`src/rtl/frame_stream_tx_if.sv`:
```
// Pixel-memory read port and outgoing byte stream of frame_stream_tx.
// The streamer uses the master modport; memory and byte sink use the slave modport.
interface frame_stream_tx_if #(
  parameter int PIXEL_W = 12,
  parameter int ADDR_W  = 12
);
  logic [ADDR_W-1:0]  mem_addr;
  logic               mem_rd_en;
  logic [PIXEL_W-1:0] mem_data;
  logic [7:0]         byte_data;
  logic               byte_valid;
  logic               byte_ready;

  modport master (
    output mem_addr, mem_rd_en, byte_data, byte_valid,
    input  mem_data, byte_ready
  );

  modport slave (
    input  mem_addr, mem_rd_en, byte_data, byte_valid,
    output mem_data, byte_ready
  );
endinterface

```
`src/rtl/frame_stream_tx.sv`:
```
// Streams a stored image as SOF, sequence byte, big-endian padded pixels and an
// optional checksum trailer (enabled by defining FRAME_STREAM_TX_CHECKSUM_EN).
module frame_stream_tx #(
  parameter int         PIXEL_W    = 12,
  parameter int         IMAGE_SIZE = 2500,
  parameter int         ADDR_W     = (IMAGE_SIZE > 1) ? $clog2(IMAGE_SIZE) : 1,
  parameter logic [7:0] SOF_BYTE   = 8'hA5
) (
  input  logic              clk,
  input  logic              rst,
  input  logic              start,
  input  logic              abort,
  frame_stream_tx_if.master bus,
  output logic              busy,
  output logic              done,
  output logic [7:0]        frame_cnt
);

  localparam int BPP  = (PIXEL_W + 7) / 8;
  localparam int SH_W = BPP * 8;
  localparam int BC_W = (BPP > 1) ? $clog2(BPP) : 1;
  localparam logic [ADDR_W-1:0] LAST_IDX  = ADDR_W'(IMAGE_SIZE - 1);
  localparam logic [BC_W-1:0]   LAST_BYTE = BC_W'(BPP - 1);

  typedef enum logic [2:0] {IDLE, HDR0, HDR1, FETCH, LOAD, SEND, TRAIL} state_t;

  state_t            state, state_next;
  logic              start_q;
  logic [ADDR_W-1:0] idx;
  logic [SH_W-1:0]   shreg;
  logic [BC_W-1:0]   byte_cnt;
  logic              accept;
  logic              start_edge;
  logic              last_byte;
  logic              finish;
`ifdef FRAME_STREAM_TX_CHECKSUM_EN
  logic [7:0]        cksum;
`endif

  assign accept     = bus.byte_valid && bus.byte_ready;
  assign start_edge = start && !start_q;
  assign last_byte  = (byte_cnt == LAST_BYTE);

  assign bus.mem_rd_en = (state == FETCH);
  assign bus.mem_addr  = idx;
  assign busy          = (state != IDLE);

  always_ff @(posedge clk or negedge rst) begin
    if (!rst) state <= IDLE;
    else      state <= state_next;
  end

  always_comb begin
    // NOTE: every output of this block gets a default first, so no path infers a latch.
    state_next     = state;
    finish         = 1'b0;
    bus.byte_valid = 1'b0;
    bus.byte_data  = 8'h00;
    case (state)
      IDLE:  if (start_edge && !abort) state_next = HDR0;
      HDR0: begin
        bus.byte_valid = 1'b1;
        bus.byte_data  = SOF_BYTE;
        if (accept) state_next = HDR1;
      end
      HDR1: begin
        bus.byte_valid = 1'b1;
        bus.byte_data  = frame_cnt;
        if (accept) state_next = FETCH;
      end
      FETCH: state_next = LOAD;
      LOAD:  state_next = SEND;
      SEND: begin
        bus.byte_valid = 1'b1;
        bus.byte_data  = shreg[SH_W-1 -: 8];
        if (accept && last_byte) begin
          if (idx < LAST_IDX) begin
            state_next = FETCH;
          end else begin
`ifdef FRAME_STREAM_TX_CHECKSUM_EN
            state_next = TRAIL;
`else
            state_next = IDLE;
            finish     = 1'b1;
`endif
          end
        end
      end
`ifdef FRAME_STREAM_TX_CHECKSUM_EN
      TRAIL: begin
        bus.byte_valid = 1'b1;
        bus.byte_data  = cksum;
        if (accept) begin
          state_next = IDLE;
          finish     = 1'b1;
        end
      end
`endif
      default: state_next = IDLE;
    endcase
    // Abort overrides everything, including a final accept in the same cycle.
    if (abort && state != IDLE) begin
      state_next = IDLE;
      finish     = 1'b0;
    end
  end

  // NOTE: sequential state uses non-blocking assignments so all flops see pre-edge values.
  always_ff @(posedge clk or negedge rst) begin
    if (!rst) begin
      start_q   <= 1'b0;
      idx       <= '0;
      shreg     <= '0;
      byte_cnt  <= '0;
      done      <= 1'b0;
      frame_cnt <= 8'h00;
    end else begin
      start_q <= start;
      done    <= finish;
      if (finish) frame_cnt <= frame_cnt + 8'd1;
      case (state)
        IDLE: idx <= '0;
        LOAD: begin
          shreg    <= SH_W'(bus.mem_data);
          byte_cnt <= '0;
        end
        SEND: begin
          if (accept && !abort) begin
            shreg    <= shreg << 8;
            byte_cnt <= byte_cnt + BC_W'(1);
            if (last_byte && idx < LAST_IDX) idx <= idx + ADDR_W'(1);
          end
        end
        default: ;
      endcase
    end
  end

`ifdef FRAME_STREAM_TX_CHECKSUM_EN
  // Only pixel bytes contribute; header and trailer are excluded.
  always_ff @(posedge clk or negedge rst) begin
    if (!rst)                                 cksum <= 8'h00;
    else if (state == IDLE)                   cksum <= 8'h00;
    else if (state == SEND && accept && !abort) cksum <= cksum + bus.byte_data;
  end
`endif

endmodule

```
`src/flat_wrapper.sv`:
```
// flat-port wrapper written by rule: the top's interface ports become plain ports
module frame_stream_tx_flat 
#(
  parameter int         PIXEL_W    = 12,
  parameter int         IMAGE_SIZE = 2500,
  parameter int         ADDR_W     = (IMAGE_SIZE > 1) ? $clog2(IMAGE_SIZE) : 1,
  parameter logic [7:0] SOF_BYTE   = 8'hA5
)
  (clk, rst, start, abort, busy, done, frame_cnt, bus_mem_addr, bus_mem_rd_en, bus_byte_data, bus_byte_valid, bus_mem_data, bus_byte_ready);
  frame_stream_tx_if #(.PIXEL_W(PIXEL_W), .ADDR_W(ADDR_W)) bus_i ();
  input  logic clk;
  input  logic rst;
  input  logic start;
  input  logic abort;
  output logic busy;
  output logic done;
  output logic [7:0] frame_cnt;
  output wire logic [$bits(bus_i.mem_addr)-1:0] bus_mem_addr;
  output wire logic [$bits(bus_i.mem_rd_en)-1:0] bus_mem_rd_en;
  output wire logic [$bits(bus_i.byte_data)-1:0] bus_byte_data;
  output wire logic [$bits(bus_i.byte_valid)-1:0] bus_byte_valid;
  input wire logic [$bits(bus_i.mem_data)-1:0] bus_mem_data;
  input wire logic [$bits(bus_i.byte_ready)-1:0] bus_byte_ready;
  assign bus_mem_addr = bus_i.mem_addr;
  assign bus_mem_rd_en = bus_i.mem_rd_en;
  assign bus_byte_data = bus_i.byte_data;
  assign bus_byte_valid = bus_i.byte_valid;
  assign bus_i.mem_data = bus_mem_data;
  assign bus_i.byte_ready = bus_byte_ready;
  frame_stream_tx #(.PIXEL_W(PIXEL_W), .IMAGE_SIZE(IMAGE_SIZE), .ADDR_W(ADDR_W), .SOF_BYTE(SOF_BYTE)) u_core (.clk(clk), .rst(rst), .start(start), .abort(abort), .bus(bus_i), .busy(busy), .done(done), .frame_cnt(frame_cnt));
endmodule
```
`config.mk`:
```
export PLATFORM = sky130hd
export DESIGN_NAME = frame_stream_tx_flat
export DESIGN_NICKNAME = d
export VERILOG_FILES = /design/src/rtl/frame_stream_tx_if.sv /design/src/rtl/frame_stream_tx.sv /design/src/flat_wrapper.sv
export SDC_FILE = /design/constraint.sdc
export NUM_CORES = 1
export LEC_CHECK = 0
export ABC_AREA = 1
export BUFFER_PORTS_ARGS = -buffer_cell sky130_fd_sc_hd__buf_2
export CORE_MARGIN = 2
export CORE_UTILIZATION = 40
export CTS_CLUSTER_DIAMETER = 50
export DETAILED_ROUTE_END_ITERATION = 8
export HOLD_SLACK_MARGIN = 0.12
export SETUP_SLACK_MARGIN = 0.15
export SKIP_CTS_REPAIR_TIMING = 1
export SYNTH_ARGS = -nofsm -noshare
export SYNTH_HDL_FRONTEND = slang
export SYNTH_SLANG_ARGS = --single-unit
```
`constraint.sdc`:
```
create_clock -name clk -period 4.3 [get_ports clk]
set_input_delay 0.86 -clock clk [delete_from_list [all_inputs] [get_ports clk]]
set_output_delay 0.86 -clock clk [all_outputs]
set_load 0.005 [all_outputs]
```
* Word-level counts from Yosys, hierarchy flattened
Cells that the tools add are included.
W data, S select, Z words.
** Word-level totals
- Bits in registers :: 42
- Output and inout bits :: 32
- Bits of input ports :: 17
** Operators by class
- Equal/unequal tests :: 11
- Order comparisons :: 1
- Multiplexer cells :: 20
- $add $sub $neg :: 3
- Reduce and logical (&&, ||, !) cells :: 17
** Operator list (number)
- $pmux W16 S2 :: 1
- $mux W12 :: 2
- $pmux W12 S2 :: 1
- $pmux W8 S3 :: 1
- $pmux W3 S6 :: 1
- $mux W16 :: 1
- $mux W3 :: 5
- $add A12 B1 Y12 const B :: 1
- $lt A12 B12 Y1 const B :: 1
- $ne A3 B1 Y1 const B :: 4
- $add A8 B1 Y8 const B :: 1
- $logic_and A1 B1 Y1 :: 7
- $eq A3 B2 Y1 const B :: 2
- $eq A3 B3 Y1 const B :: 2
- $mux W1 :: 6
- $ne A2 B1 Y1 const B :: 2
- $reduce_and A4 Y1 :: 1
- $reduce_bool A2 Y1 :: 2
- $eq A3 B1 Y1 const B :: 1
- $logic_not A3 Y1 :: 1
- $reduce_and A3 Y1 :: 1
- $reduce_bool A3 Y1 :: 1
- $reduce_or A3 Y1 :: 1
- $logic_not A1 Y1 :: 2
- other kinds (4) :: 4

* Logic depth before layout (Yosys ltp)
- Depth after elaboration :: 8
- Depth in mapped cells :: 10
- Mapped depth without buffers :: 10

* Worst setup path before layout
No wires, ideal clock.
- Kind :: reg2out
- Start :: register u_core.state[1]
- End :: output port bus_byte_data[0]
- Buffers on the path :: 2
- Slack :: 2.326 ns
- Arrival time :: 1.114 ns
- Required time :: 3.440 ns
- Cell stages (with the launch flop) :: 6
- Cells stage by stage :: dfrtp_1 > inv_2 > nand3_2 > buf_2 > buf_2 > o221ai_1
** Between the ends
- Word-level cells in the longest chain between the ends :: 2
- Elaborated cells on any way between the ends :: 4
** Ends and longest elaborated chain
- start: declaration :: line frame_stream_tx.sv:27 : state_t state, state_next;
- start signal: assignment :: line frame_stream_tx.sv:50 : else state <= state_next;
- $eq A3 B3 Y1 (tied with other cells) :: line frame_stream_tx.sv:59 : case (state)
- $pmux W8 S3 (*) :: line frame_stream_tx.sv:59
- end: declaration :: line flat_wrapper.sv:20 : output wire logic [$bits(bus_i.byte_data)-1:0] bus_byte_data;
Every way passes the cells marked *; elsewhere a longest branch is shown, timed or not.

* Worst setup path after layout
- Start :: register u_core.state[1]
- End :: output port bus_byte_data[4]
The elaborated chain is that of the path after synthesis.

==> impl_metrics.json <==
{
  "initial_core_util_pct": 40.8,
  "hold_viol": 0,
  "worstPathArrival_ns": 1.73,
  "insertedDiodeCount": 0,
  "ys_warn_count": 0,
  "drc": 0,
  "worstSkewPairLatency_ns": 0.30,
  "syn2layout_area_growth_pct": 16.0,
  "antenna_found_initial": 0,
  "fillCellCount": 599,
  "wl_met2_um": 2590,
  "max_stage_delay_ns": 0.44,
  "seq_area_frac_synth_pct": 44.0,
  "cts_tree": "built",
  "ir_worst_vdd_v": 0.000199,
  "outcome": "finished clean",
  "ys_ff_latch": 42,
  "place_area_um2": 2670,
  "track_usage_pct": 18.7,
  "end_kind": "primary output",
  "num-nets-final": 371,
  "worstHoldPathType": "flop to flop",
  "die_x_um": 81.3,
  "wl_per_cell_um": 13.0,
  "grt_max_degree": 43,
  "crit_chain": "inv_2 -> nand3_2 -> o22ai_1 -> buf_2",
  "die_h_um": 81.3,
  "cts.path.max_buffers": 2,
  "path_class": "flop to primary output",
  "dieArea_um2": 6600,
  "worst_pin_slew_ns": 0.942,
  "wl_met1_um": 2670,
  "core_um2": 5850,
  "finalCriticalPeriod_ns": 2.59,
  "grt_pass1_wl_um": 9530,
  "synth_cells": 304,
  "routed_via_density": 5.01,
  "syn_avg_cell_area_um2": 7.85,
  "cap_violations": 0,
  "row_count": 28,
  "crit_path_top_delay_cell": "dfrtp_1",
  "cp-start-kind": "flop",
  "fin_crit_sh_pct": 60.1,
  "path_max_fanout": 22,
  "portBuffers": 48,
  "cts_buffers": 5,
  "tns_ns": 0,
  "synth_fp_nets": 323,
  "crit_required_ns": 3.44,
  "cts_root_buf": "clkbuf_8",
  "stdcell_area_um2": 2770,
  "htreeDepth": 2,
  "clkSlewWorstSetupHoldPaths_ns": 0.08,
  "gp_congestion": 0.837,
  "power_density_nw_per_um2": 434,
  "synth_area_um2": 2390,
  "routed_wl_um": 5570,
  "postRouteAntennaNets": 0,
  "synthDistinctLibCells": 30,
  "dpl.hpwl_um": 4000,
  "drv_slew": 0,
  "max_freq_ghz": 0.387,
  "multi_input_area_um2": 1110,
  "grt_pass1_vias": 2038,
  "setup_violations": 0,
  "final.setup_skew_ns": 0.00379,
  "wl_met3_um": 231,
  "ioPinCount": 49,
  "drive_gt1_share_pct": 22.9,
  "grt_setup_unrepaired": "no",
  "first_pass_iters": 4,
  "clock-sinks": 42,
  "maxSlewHeadroom_pct": 37.2,
  "via_count": 2145,
  "gr-total-overflow": 0,
  "ff_latch_area_um2": 1050,
  "p_leak_nw": 1.46,
  "route.top_layer_used": "met4",
  "first_iter_violations": 146
}
synthesized netlist by cell type:
master | count | area, um2
a21o_1 | 2 | 15.0
a21oi_1 | 1 | 5.00
a21oi_4 | 1 | 16.3
buf_2 | 5 | 25.0
buf_4 | 1 | 7.51
buf_6 | 2 | 22.5
dfrtp_1 | 42 | 1050
ha_1 | 2 | 25.0
inv_1 | 42 | 158
inv_2 | 4 | 15.0
nand2_1 | 80 | 300
nand2_2 | 4 | 25.0
nand2_4 | 1 | 11.3
nand3_1 | 25 | 125
nand3_2 | 4 | 40.0
nand3_4 | 1 | 17.5
nand4_1 | 7 | 43.8
nor2_1 | 20 | 75.1
nor2_2 | 6 | 37.5
nor2_4 | 3 | 33.8
nor3_1 | 1 | 5.00
nor3b_1 | 1 | 7.51
o211ai_1 | 5 | 37.5
o21ai_0 | 20 | 100
o21ai_1 | 1 | 5.00
o21bai_1 | 1 | 7.51
o221ai_1 | 4 | 35.0
o22ai_1 | 7 | 43.8
xnor2_1 | 1 | 8.76
xor2_1 | 10 | 87.6
layer usage:
layer | global-route usage [%] | vias to the layer above
met5 | 0 | -
met4 | 5.76 | 0
met3 | 3.33 | 8
met2 | 29.6 | 53
met1 | 26.2 | 1017
li1 | - | 1067
state kept, by name, summed over array words and instances, names as in the netlist:
register,cells
u_core.start_q,1
u_core.frame_cnt,8
u_core.shreg,16
u_core.byte_cnt,1
u_core.done,1
u_core.state,3
u_core.bus.mem_addr,12
per-stage QoR:
| step | hold WS, ns | util (%) | power [mW] | setup slack (ns) | instances |
|---|---|---|---|---|---|
| finish | 0.530 | 47.3 | 1.20 | 1.71 | 428 |
| global route | 0.564 | 47.3 | 1.30 | 1.52 | 428 |
| CTS | 0.536 | 47.3 | 1.22 | 1.69 | 428 |
| detailed placement | 0.519 | 45.7 | 0.935 | 2.03 | 420 |
| global placement | 0.519 | 45.7 | 0.931 | 2.11 | 420 |
| floorplan | 0.490 | - | 0.820 | 2.33 | 304 |
where the power goes:
group          switching [mW]  internal (mW)
combinational           0.272          0.137
clock                   0.147          0.129
sequential             0.0377          0.478
logic make-up after synthesis:
| logic type | synth area share [%] |
|---|---|
| buf+inv | 9.54 |
| simple gates | 30.2 |
| xor+xnor | 4.04 |
| compound gates | 11.1 |
| fa+ha+maj | 1.05 |
| flops | 44.0 |
placed cells by master, fill, tap and decap left out:
master	Yosys	routed
a21oi_4	1	1
dfrtp_1	42	42
nor2_4	3	3
nand3_4	1	1
xnor2_1	1	1
xor2_1	10	10
nand2_2	4	4
nand2_1	80	80
nand2_4	1	1
nor2_1	20	20
o21bai_1	1	1
nor2_2	6	6
inv_2	4	4
nor3b_1	1	1
inv_1	42	42
buf_2	5	48
a21o_1	2	2
nand4_1	7	7
nand3_2	4	4
o211ai_1	5	5
buf_4	1	1
clkinv_2	0	1
nand3_1	25	25
clkbuf_8	0	6
o22ai_1	7	7
nor3_1	1	1
a21oi_1	1	1
clkinvlp_4	0	1
ha_1	2	2
o221ai_1	4	4
o21ai_0	20	20
o21ai_1	1	1
path summary, 6_finish.rpt:
check | cells after the start | slack, ns | startpoint | end
max | 4 | 1.71 | u_core.state[1] | bus_byte_data[4]
min | 1 | 0.53 | u_core.frame_cnt[6] | u_core.frame_cnt[6]
max reg2reg | 8 | 2.06 | u_core.state[1] | u_core.bus.mem_addr[3]
min reg2reg | 1 | 0.53 | u_core.frame_cnt[6] | u_core.frame_cnt[6]
max in group asynchronous | 1 | 3.02 | rst | u_core.frame_cnt[2]
min in group asynchronous | 1 | 0.70 | rst | u_core.bus.mem_addr[6]
final cells by class:
cell class,instances,area share [%]
Multi-Input combinational cell,208,40.0
Sequential cell,42,38.0
Timing Repair Buffer,49,8.95
Inverter,46,6.24
Tap cell,75,3.39
Clock buffer,6,2.98
Clock inverter,2,0.452
worst max-delay path, delay by kind of cell (launching register included):
| kind | cells | cell delay (ns) |
|---|---|---|
| simple gates | 1 | 0.37 |
| buf+inv | 2 | 0.26 |
| compound gates | 1 | 0.36 |
| flops | 1 | 0.44 |
No activity file was read; power rests on OpenSTA's default activity.
